File: src/rtl/dm_dmi_regs.sv
// RISC-V Debug Module register block: DMI slave decode, hart run control and
// Access Register abstract commands into a single hart's GPR file.
module dm_dmi_regs #(
  parameter int unsigned XLEN       = 64,
  parameter logic [3:0]  DM_VERSION = 4'd2
) (
  input  logic            clk_i,
  input  logic            rst_i,
  input  logic            dmi_rstn_i,
  input  logic            dmi_req_valid_i,
  output logic            dmi_req_ready_o,
  input  logic [6:0]      dmi_req_addr_i,
  input  logic            dmi_req_op_i,
  input  logic [31:0]     dmi_req_data_i,
  output logic            dmi_resp_valid_o,
  output logic [31:0]     dmi_resp_data_o,
  output logic            dmi_resp_err_o,
  output logic            ndmreset_o,
  output logic            halt_req_o,
  output logic            resume_req_o,
  input  logic            hart_halted_i,
  input  logic            hart_resumeack_i,
  output logic            hart_reg_req_o,
  output logic            hart_reg_we_o,
  output logic [4:0]      hart_reg_addr_o,
  output logic [XLEN-1:0] hart_reg_wdata_o,
  input  logic [XLEN-1:0] hart_reg_rdata_i,
  input  logic            hart_reg_ack_i
);

  typedef enum logic {DMI_IDLE, DMI_RESP} dmi_state_e;
  typedef enum logic {A_IDLE, A_REQ} abs_state_e;

  dmi_state_e dmi_state_q, dmi_state_d;
  abs_state_e abs_state_q, abs_state_d;
  logic [31:0] resp_data_q, resp_data_d;
  logic        resp_err_q, resp_err_d;
  logic [31:0] data0_q, data0_d, data1_q, data1_d;
  logic        dmactive_q, dmactive_d, haltreq_q, haltreq_d, ndmreset_q, ndmreset_d;
  logic        resume_req_q, resume_req_d, resumeack_q, resumeack_d;
  logic [2:0]  cmderr_q, cmderr_d;
  logic [4:0]  cmd_regno_q, cmd_regno_d;
  logic        cmd_write_q, cmd_write_d, cmd_is64_q, cmd_is64_d;

  logic        accept, busy, is_data, busy_viol, cmd_bad;
  logic [31:0] rdata;
  logic [63:0] rdata64, wdata64;

  assign busy    = (abs_state_q == A_REQ);
  assign rdata64 = 64'(hart_reg_rdata_i);
  assign wdata64 = cmd_is64_q ? {data1_q, data0_q} : {32'd0, data0_q};

  // A DTM-side DMI reset blocks acceptance and suppresses a pending response.
  assign dmi_req_ready_o  = (dmi_state_q == DMI_IDLE) && dmi_rstn_i;
  assign dmi_resp_valid_o = (dmi_state_q == DMI_RESP) && dmi_rstn_i;
  assign dmi_resp_data_o  = dmi_resp_valid_o ? resp_data_q : '0;
  assign dmi_resp_err_o   = dmi_resp_valid_o && resp_err_q;

  assign ndmreset_o       = ndmreset_q;
  assign halt_req_o       = haltreq_q;
  assign resume_req_o     = resume_req_q;
  assign hart_reg_req_o   = busy;
  assign hart_reg_we_o    = busy && cmd_write_q;
  assign hart_reg_addr_o  = busy ? cmd_regno_q : '0;
  assign hart_reg_wdata_o = busy ? wdata64[XLEN-1:0] : '0;

  assign cmd_bad = (dmi_req_data_i[31:24] != 8'd0) ||
                   (dmi_req_data_i[22:20] != 3'd2 && dmi_req_data_i[22:20] != 3'd3) ||
                   (dmi_req_data_i[22:20] == 3'd3 && XLEN == 32) ||
                   (dmi_req_data_i[17] &&
                    (dmi_req_data_i[15:0] < 16'h1000 || dmi_req_data_i[15:0] > 16'h101F));

  always_comb begin
    dmi_state_d  = dmi_state_q;
    abs_state_d  = abs_state_q;
    resp_data_d  = resp_data_q;
    resp_err_d   = resp_err_q;
    data0_d      = data0_q;
    data1_d      = data1_q;
    dmactive_d   = dmactive_q;
    haltreq_d    = haltreq_q;
    ndmreset_d   = ndmreset_q;
    resume_req_d = resume_req_q;
    resumeack_d  = resumeack_q;
    cmderr_d     = cmderr_q;
    cmd_regno_d  = cmd_regno_q;
    cmd_write_d  = cmd_write_q;
    cmd_is64_d   = cmd_is64_q;
    rdata        = '0;

    accept    = dmi_req_valid_i && dmi_req_ready_o;
    is_data   = (dmi_req_addr_i == 7'h04) || (dmi_req_addr_i == 7'h05);
    busy_viol = busy && (is_data || (dmi_req_op_i &&
                (dmi_req_addr_i == 7'h16 || dmi_req_addr_i == 7'h17)));

    if (resume_req_q && hart_resumeack_i) begin
      resume_req_d = 1'b0;
      resumeack_d  = 1'b1;
    end

    if (busy && hart_reg_ack_i) begin
      if (!cmd_write_q) begin
        data0_d = rdata64[31:0];
        if (cmd_is64_q) data1_d = rdata64[63:32];
      end
      abs_state_d = A_IDLE;
    end

    case (dmi_req_addr_i)
      7'h04:   rdata = data0_q;
      7'h05:   rdata = (XLEN == 64) ? data1_q : '0;
      7'h10:   rdata = {haltreq_q, 29'd0, ndmreset_q, dmactive_q};
      7'h11:   rdata = {14'd0, resumeack_q, resumeack_q, 4'd0, !hart_halted_i, !hart_halted_i,
                        hart_halted_i, hart_halted_i, 1'b1, 3'd0, DM_VERSION};
      7'h16:   rdata = {19'd0, busy, 1'b0, cmderr_q, 4'd0, 4'd2};
      default: rdata = '0;
    endcase

    dmi_state_d = accept ? DMI_RESP : DMI_IDLE;
    if (accept) begin
      resp_err_d  = busy_viol;
      resp_data_d = (dmi_req_op_i || busy_viol) ? '0 : rdata;
      if (busy_viol) begin
        if (cmderr_q == 3'd0) cmderr_d = 3'd1;
      end else if (dmi_req_op_i) begin
        case (dmi_req_addr_i)
          7'h04: data0_d = dmi_req_data_i;
          7'h05: if (XLEN == 64) data1_d = dmi_req_data_i;
          7'h10: begin
            dmactive_d = dmi_req_data_i[0];
            ndmreset_d = dmi_req_data_i[1];
            haltreq_d  = dmi_req_data_i[31];
            if (dmi_req_data_i[30] && !dmi_req_data_i[31]) begin
              resumeack_d  = 1'b0;
              resume_req_d = 1'b1;
            end
          end
          7'h16: cmderr_d = cmderr_q & ~dmi_req_data_i[10:8];
          7'h17: begin
            if (cmderr_q == 3'd0) begin
              if (cmd_bad)                 cmderr_d = 3'd2;
              else if (!hart_halted_i)     cmderr_d = 3'd4;
              else if (dmi_req_data_i[17]) begin
                abs_state_d = A_REQ;
                cmd_regno_d = dmi_req_data_i[4:0];
                cmd_write_d = dmi_req_data_i[16];
                cmd_is64_d  = (dmi_req_data_i[22:20] == 3'd3);
              end
            end
          end
          default: ;
        endcase
      end
    end

    // Clearing after all updates holds the DM at reset while dmactive is low.
    if (!dmactive_d) begin
      haltreq_d    = 1'b0;
      ndmreset_d   = 1'b0;
      resume_req_d = 1'b0;
      resumeack_d  = 1'b0;
      cmderr_d     = '0;
      abs_state_d  = A_IDLE;
      data0_d      = '0;
      data1_d      = '0;
      cmd_regno_d  = '0;
      cmd_write_d  = 1'b0;
      cmd_is64_d   = 1'b0;
    end
  end

  always_ff @(posedge clk_i or posedge rst_i) begin
    if (rst_i) begin
      dmi_state_q  <= DMI_IDLE;
      abs_state_q  <= A_IDLE;
      resp_data_q  <= '0;
      resp_err_q   <= 1'b0;
      data0_q      <= '0;
      data1_q      <= '0;
      dmactive_q   <= 1'b0;
      haltreq_q    <= 1'b0;
      ndmreset_q   <= 1'b0;
      resume_req_q <= 1'b0;
      resumeack_q  <= 1'b0;
      cmderr_q     <= '0;
      cmd_regno_q  <= '0;
      cmd_write_q  <= 1'b0;
      cmd_is64_q   <= 1'b0;
    end else begin
      dmi_state_q  <= dmi_state_d;
      abs_state_q  <= abs_state_d;
      resp_data_q  <= resp_data_d;
      resp_err_q   <= resp_err_d;
      data0_q      <= data0_d;
      data1_q      <= data1_d;
      dmactive_q   <= dmactive_d;
      haltreq_q    <= haltreq_d;
      ndmreset_q   <= ndmreset_d;
      resume_req_q <= resume_req_d;
      resumeack_q  <= resumeack_d;
      cmderr_q     <= cmderr_d;
      cmd_regno_q  <= cmd_regno_d;
      cmd_write_q  <= cmd_write_d;
      cmd_is64_q   <= cmd_is64_d;
    end
  end

endmodule
File: config.mk
export PLATFORM = sky130hd
export DESIGN_NAME = dm_dmi_regs
export DESIGN_NICKNAME = d
export VERILOG_FILES = /design/src/rtl/dm_dmi_regs.sv
export SDC_FILE = /design/constraint.sdc
export NUM_CORES = 1
export LEC_CHECK = 0
export CAP_MARGIN = 20
export CORE_MARGIN = 1
export CORE_UTILIZATION = 45
export DETAILED_ROUTE_END_ITERATION = 8
export PLACE_DENSITY = 0.8
export SETUP_SLACK_MARGIN = 0.02
export SYNTH_ARGS = -nofsm -noshare
export SYNTH_HDL_FRONTEND = slang
export SYNTH_SLANG_ARGS = --single-unit
File: constraint.sdc
create_clock -name clk_i -period 4.89 [get_ports clk_i]
set_clock_uncertainty 0.2 [all_clocks]
set_input_delay 0.978 -clock clk_i [delete_from_list [all_inputs] [get_ports clk_i]]
set_output_delay 0.978 -clock clk_i [all_outputs]
set_load 0.02 [all_outputs]
# After elaboration in Yosys (flattened, before gate mapping)
# Index checks and enable logic that the tools add are counted.
[word_totals] reg_bits=114 elab_cells=165
[classes] order_cmp=2 eq_ne=23 mux=96 n_bitwise=3 n_reduce_logical=26
[op_table] op="$mux W32" n=17
[op_table] op="$pmux W32 S5" n=1
[op_table] op="$mux W64" n=2
[op_table] op="$mux W1" n=57
[op_table] op="$mux W5" n=10
[op_table] op="$eq A7 B5 Y1 const B" n=4
[op_table] op="$mux W3" n=8
[op_table] op="$gt A16 B13 Y1 const B" n=1
[op_table] op="$lt A16 B13 Y1 const B" n=1
[op_table] op="$ne A3 B2 Y1 const B" n=5
[op_table] op="$eq A7 B3 Y1 const B" n=2
[op_table] op="$logic_and A1 B1 Y1" n=12
[op_table] op="$ne A2 B2 Y1 const B" n=5
[op_table] op="$ne A2 B1 Y1 const B" n=4
[op_table] op="$reduce_and A8 Y1" n=1
[op_table] op="$reduce_bool A8 Y1" n=1
[op_table] op="$logic_or A1 B1 Y1" n=7
[op_table] op="$pmux W3 S2" n=1
[op_table] op="$reduce_and A6 Y1" n=1
[op_table] op="$ne A5 B5 Y1 const B" n=1
[op_table] op="$ne A4 B1 Y1 const B" n=1
[op_table] op="$reduce_and A4 Y1" n=1
[op_table] op="$and A3 B3 Y3" n=1
[op_table] op="$eq A3 B2 Y1 const B" n=1
[op_table] op="4 further kinds" n=5

# Logic depth before layout (Yosys ltp)
[depth] depth_word=11 depth_mapped=7 depth_no_buf=7

# Least setup slack after synthesis
# OpenSTA, ideal clock, no wires.
[synth_timing] path_type="input-to-reg" from="input port dmi_req_addr_i[5]" to="register cmd_is64_q" setup_time_ns=0.125 t_arrival_ns=3.223 required_ns=4.565 path_slack_ns=1.342 cell_stages=6 path_buffers=0 cell_sequence="or4b_4 > nor4_4 > mux2i_1 > inv_2 > a22oi_2 > mux2_2"
[synth_via] elab_chain_len=9 word_cells_on_any_way=24
[synth_rtl] element="from (decl)" line="12" text="input logic [6:0] dmi_req_addr_i,"
[synth_rtl] element="$eq A7 B5 Y1" line="94" text="(dmi_req_addr_i == 7'h16 || dmi_req_addr_i == 7'h17)));"
[synth_rtl] element="$logic_or A1 B1 Y1" line="94"
[synth_rtl] element="$logic_and A1 B1 Y1" line="93" text="busy_viol = busy && (is_data || (dmi_req_op_i &&"
[synth_rtl] element="$logic_or A1 B1 Y1" line="93"
[synth_rtl] element="$logic_and A1 B1 Y1" line="93"
[synth_rtl] element="$mux W1 (*)" line="123" text="if (busy_viol) begin"
[synth_rtl] element="$mux W1 (*)" line="120" text="if (accept) begin"
[synth_rtl] element="named net dmactive_d" line="39" text="logic dmactive_q, dmactive_d, haltreq_q, haltreq_d, ndmreset_q, ndmreset_d;"
[synth_rtl] element="$ne A2 B1 Y1 (no line) / $ne A2 B2 Y1 (equally long branches)"
[synth_rtl] element="$reduce_and A8 Y1 (no line)"
[synth_rtl] element="to (signal assigned)" line="204" text="cmd_is64_q <= cmd_is64_d;"
[synth_rtl] element="to (decl)" line="43" text="logic cmd_write_q, cmd_write_d, cmd_is64_q, cmd_is64_d;"
# Mark *: on every way through the listed nets, which the timed path passes. The rest lies on a longest branch.
# A chain may end at the register's enable or synchronous reset.

# Final worst setup path
[layout_timing] from="input port dmi_rstn_i" to="output port dmi_resp_data_o[21]"
[layout_via] elab_chain_len=2
[layout_rtl] element="from (decl)" line="9" text="input logic dmi_rstn_i,"
[layout_rtl] element="$logic_and A1 B1 Y1" line="55" text="assign dmi_resp_valid_o = (dmi_state_q == DMI_RESP) && dmi_rstn_i;"
[layout_rtl] element="$mux W32" line="56" text="assign dmi_resp_data_o = dmi_resp_valid_o ? resp_data_q : '0;"
[layout_rtl] element="to (decl)" line="16" text="output logic [31:0] dmi_resp_data_o,"
# Every way passes these cells.

==> results.json <==
{
  "gp_congestion": 0.907,
  "core-area_um2": 13900,
  "synth_edf_count": 0,
  "syn_avg_cell_area_um2": 9.42,
  "slowest_delay_ns": 0.70,
  "crit_required_ns": 3.71,
  "cts_num_sinks": 114,
  "power.switching_mw": 0.524,
  "cts-resized-gates": 0,
  "yosys.cell_count.top_type": "dfrtp_1",
  "antenna_found_initial": 0,
  "switching_share": 0.211,
  "vias": 6403,
  "yosys.area.top_type": "dfrtp_1",
  "drv_slew": 0,
  "p_clk_frac": 0.544,
  "io_pins": 220,
  "yosys-top-cells-count": "dfrtp_1, mux2i_1, nor2_1, and3_1, a211oi_1",
  "fin_crit_ns": 4.04,
  "fmax_mhz": 248,
  "worstSetupStartpointType": "primary input",
  "ys.warnings.count": 0,
  "power_frac_comb": 0.074,
  "placed_area_um2": 8740,
  "clk_latency_ns": 0.42,
  "post-dp-hpwl_mm": 15.6,
  "cts_hold_buf": 0,
  "die_h_um": 121,
  "status": "completed",
  "arrival_ns": 2.86,
  "clockRootBuffer": "clkbuf_16",
  "syn_area_um2": 6390,
  "synth_top_area_share": 0.446,
  "yosysSeqAreaShare": 0.446,
  "finalCritPeriodShare": 0.826,
  "grtUsageTotal": 0.310,
  "numPlacedInstances": 1037,
  "crit_top_cell": "clkdlybuf4s50_1",
  "area_delta_synth_final_pct": 47.2,
  "internal_power_mw": 1.96,
  "finalHoldViolCount": 0,
  "fp.dieW_um": 121,
  "synthArstFlopShare": 1.00,
  "p_seq_frac": 0.383,
  "clk_transition_reported_paths_ns": 0.05,
  "final_nets": 988,
  "fin_ws_ns": 0.851,
  "p_leak_nw": 4.49,
  "cp_slowest_cell": "clkdlybuf4s50_1",
  "final_area_um2": 9410,
  "netlist_top_cells_area": "dfrtp_1, mux2i_1, a211oi_1",
  "grt_max_degree": 75,
  "max-cap-violations": 0,
  "hold_class": "reg2reg",
  "crit_fanout": 24,
  "setup_tns_ns": 0,
  "yosys_most_used_dff": "dfrtp_1",
  "place_ws_ns": 0.599,
  "num_rows": 43,
  "grt_pass1_vias": 6285,
  "netlist_instances": 679,
  "ir_drop_v": 0.000205,
  "rsz0062_at_grt": "false",
  "htree_num_levels": 4,
  "avgViaCountPerCell": 5.98,
  "antenna_cells": 0,
  "dieArea_um2": 14700,
  "numCtsBuffers": 17,
  "drc": 0,
  "drtPass1Iterations": 5,
  "numPortBuffers": 219,
  "syn-num-nets": 790,
  "initial_core_util": 0.461,
  "fin_util": 0.678,
  "postCtsSetupBuffers": 0,
  "ys_types": 40,
  "grt_pass1_wl_mm": 34.4,
  "wirelength_mm": 22.4,
  "tightest_slew_ns": 1.06,
  "worstSetupPathType": "in2out",
  "finalSetupViolations": 0,
  "wl_per_cell_um": 21.0,
  "layout.cells.non_filler": 1070,
  "n_fill_cell": 1083,
  "cts_tree": "yes",
  "ys_ff_latch": 114,
  "drtIter0Drc": 792,
  "clockBufferDepth": 2,
  "crit_path_end_kind": "primary output",
  "power.density_nw_per_um2": 264,
  "ant_nets": 0,
  "slew_headroom": 0.295,
  "overflow": 0,
  "drive_gt1_frac": 0.0730,
  "path_cells": "clkdlybuf4s50_1, buf_4, and3_1, clkdlybuf4s50_1"
}
-- cells by family (layout without fill, tap and decap cells) --
group,count (synthesis),in the layout,synth area share
AOI/OAI and AO/OA,136,136,0.148
buffers and inverters,70,281,0.0411
DFF,114,114,0.446
muxes,96,96,0.151
and+or+nand+nor,263,263,0.214
-- registers in the layout, summed over array words and instances, names as in the netlist, 3 cells and up --
register and flops:
data1_q 32, cmd_regno_q 5, resp_data_q 32, cmderr_q 3, data0_q 32
-- placed cells by master (no fill, tap or decap), types with 17 or more instances in the layout --
| cell type | instances |
|---|---|
| clkbuf_16 | 17 |
| and2_1 | 34 |
| dfrtp_1 | 113 |
| and3_1 | 69 |
| nand2_1 | 40 |
| o21ai_0 | 33 |
| mux2i_1 | 91 |
| a211oi_1 | 67 |
| clkdlybuf4s50_1 | 218 |
| nor2_1 | 77 |
-- layout make-up --
class | count | area, um2 | share of cell area
Multi-Input combinational cell | 495 | 3300 | 0.351
Sequential cell | 114 | 2850 | 0.303
Timing Repair Buffer | 236 | 2330 | 0.247
Clock buffer | 24 | 502 | 0.0533
Tap cell | 180 | 225 | 0.0239
Clock inverter | 8 | 148 | 0.0157
Inverter | 13 | 51.3 | 0.00545
-- routing by layer --
| layer | track usage | wire length [um] | up-vias |
|---|---|---|---|
| met5 | 0 | 0 | - |
| met1 | 0.420 | 9110 | 3085 |
| li1 | - | - | 2852 |
| met2 | 0.474 | 10300 | 405 |
| met4 | 0.134 | 761 | 0 |
| met3 | 0.0742 | 2240 | 61 |
-- critical path, delay by kind of cell --
kind / cells / cell delay [ns]
buffers and inverters: 3 / 1.65
AND/OR/NAND/NOR: 1 / 0.22
-- metrics by stage --
stage	hold WS (ns)	power [mW]
4_1_cts	0.279	2.48
5_1_grt	0.309	2.54
2_1_floorplan	0.239	1.02
3_3_place_gp	0.255	1.15
6_report	0.277	2.48
3_5_place_dp	0.267	1.15
-- final timing paths --
| check | to | depth (start not counted) | from | slack (ns) |
|---|---|---|---|---|
| min | resp_data_q[20]$_DFFE_PP0P_ | 2 | resp_data_q[20]$_DFFE_PP0P_ | 0.28 |
| max in group asynchronous | data0_q[25]$_DFF_PP0_ | 3 | rst_i | 2.72 |
| min reg2reg | resp_data_q[20]$_DFFE_PP0P_ | 2 | resp_data_q[20]$_DFFE_PP0P_ | 0.28 |
| max | dmi_resp_data_o[21] | 4 | dmi_rstn_i | 0.85 |
| max reg2reg | cmderr_q[1]$_DFFE_PP0P_ | 7 | dmi_state_q$_DFF_PP0_ | 1.44 |
| min in group asynchronous | data0_q[7]$_DFF_PP0_ | 2 | rst_i | 0.87 |
-- power groups by stage --
| stage | clock network (mW) | logic, mW | registers (mW) |
|---|---|---|---|
| 6_report | 1.35 | 0.183 | 0.951 |
| 5_1_grt | 1.39 | 0.194 | 0.951 |
| 4_1_cts | 1.35 | 0.182 | 0.951 |
| 3_5_place_dp | 0 | 0.181 | 0.967 |
| 3_3_place_gp | 0 | 0.179 | 0.967 |
| 2_1_floorplan | 0 | 0.0564 | 0.963 |
Note: power is estimated with default switching activity, not from simulation.
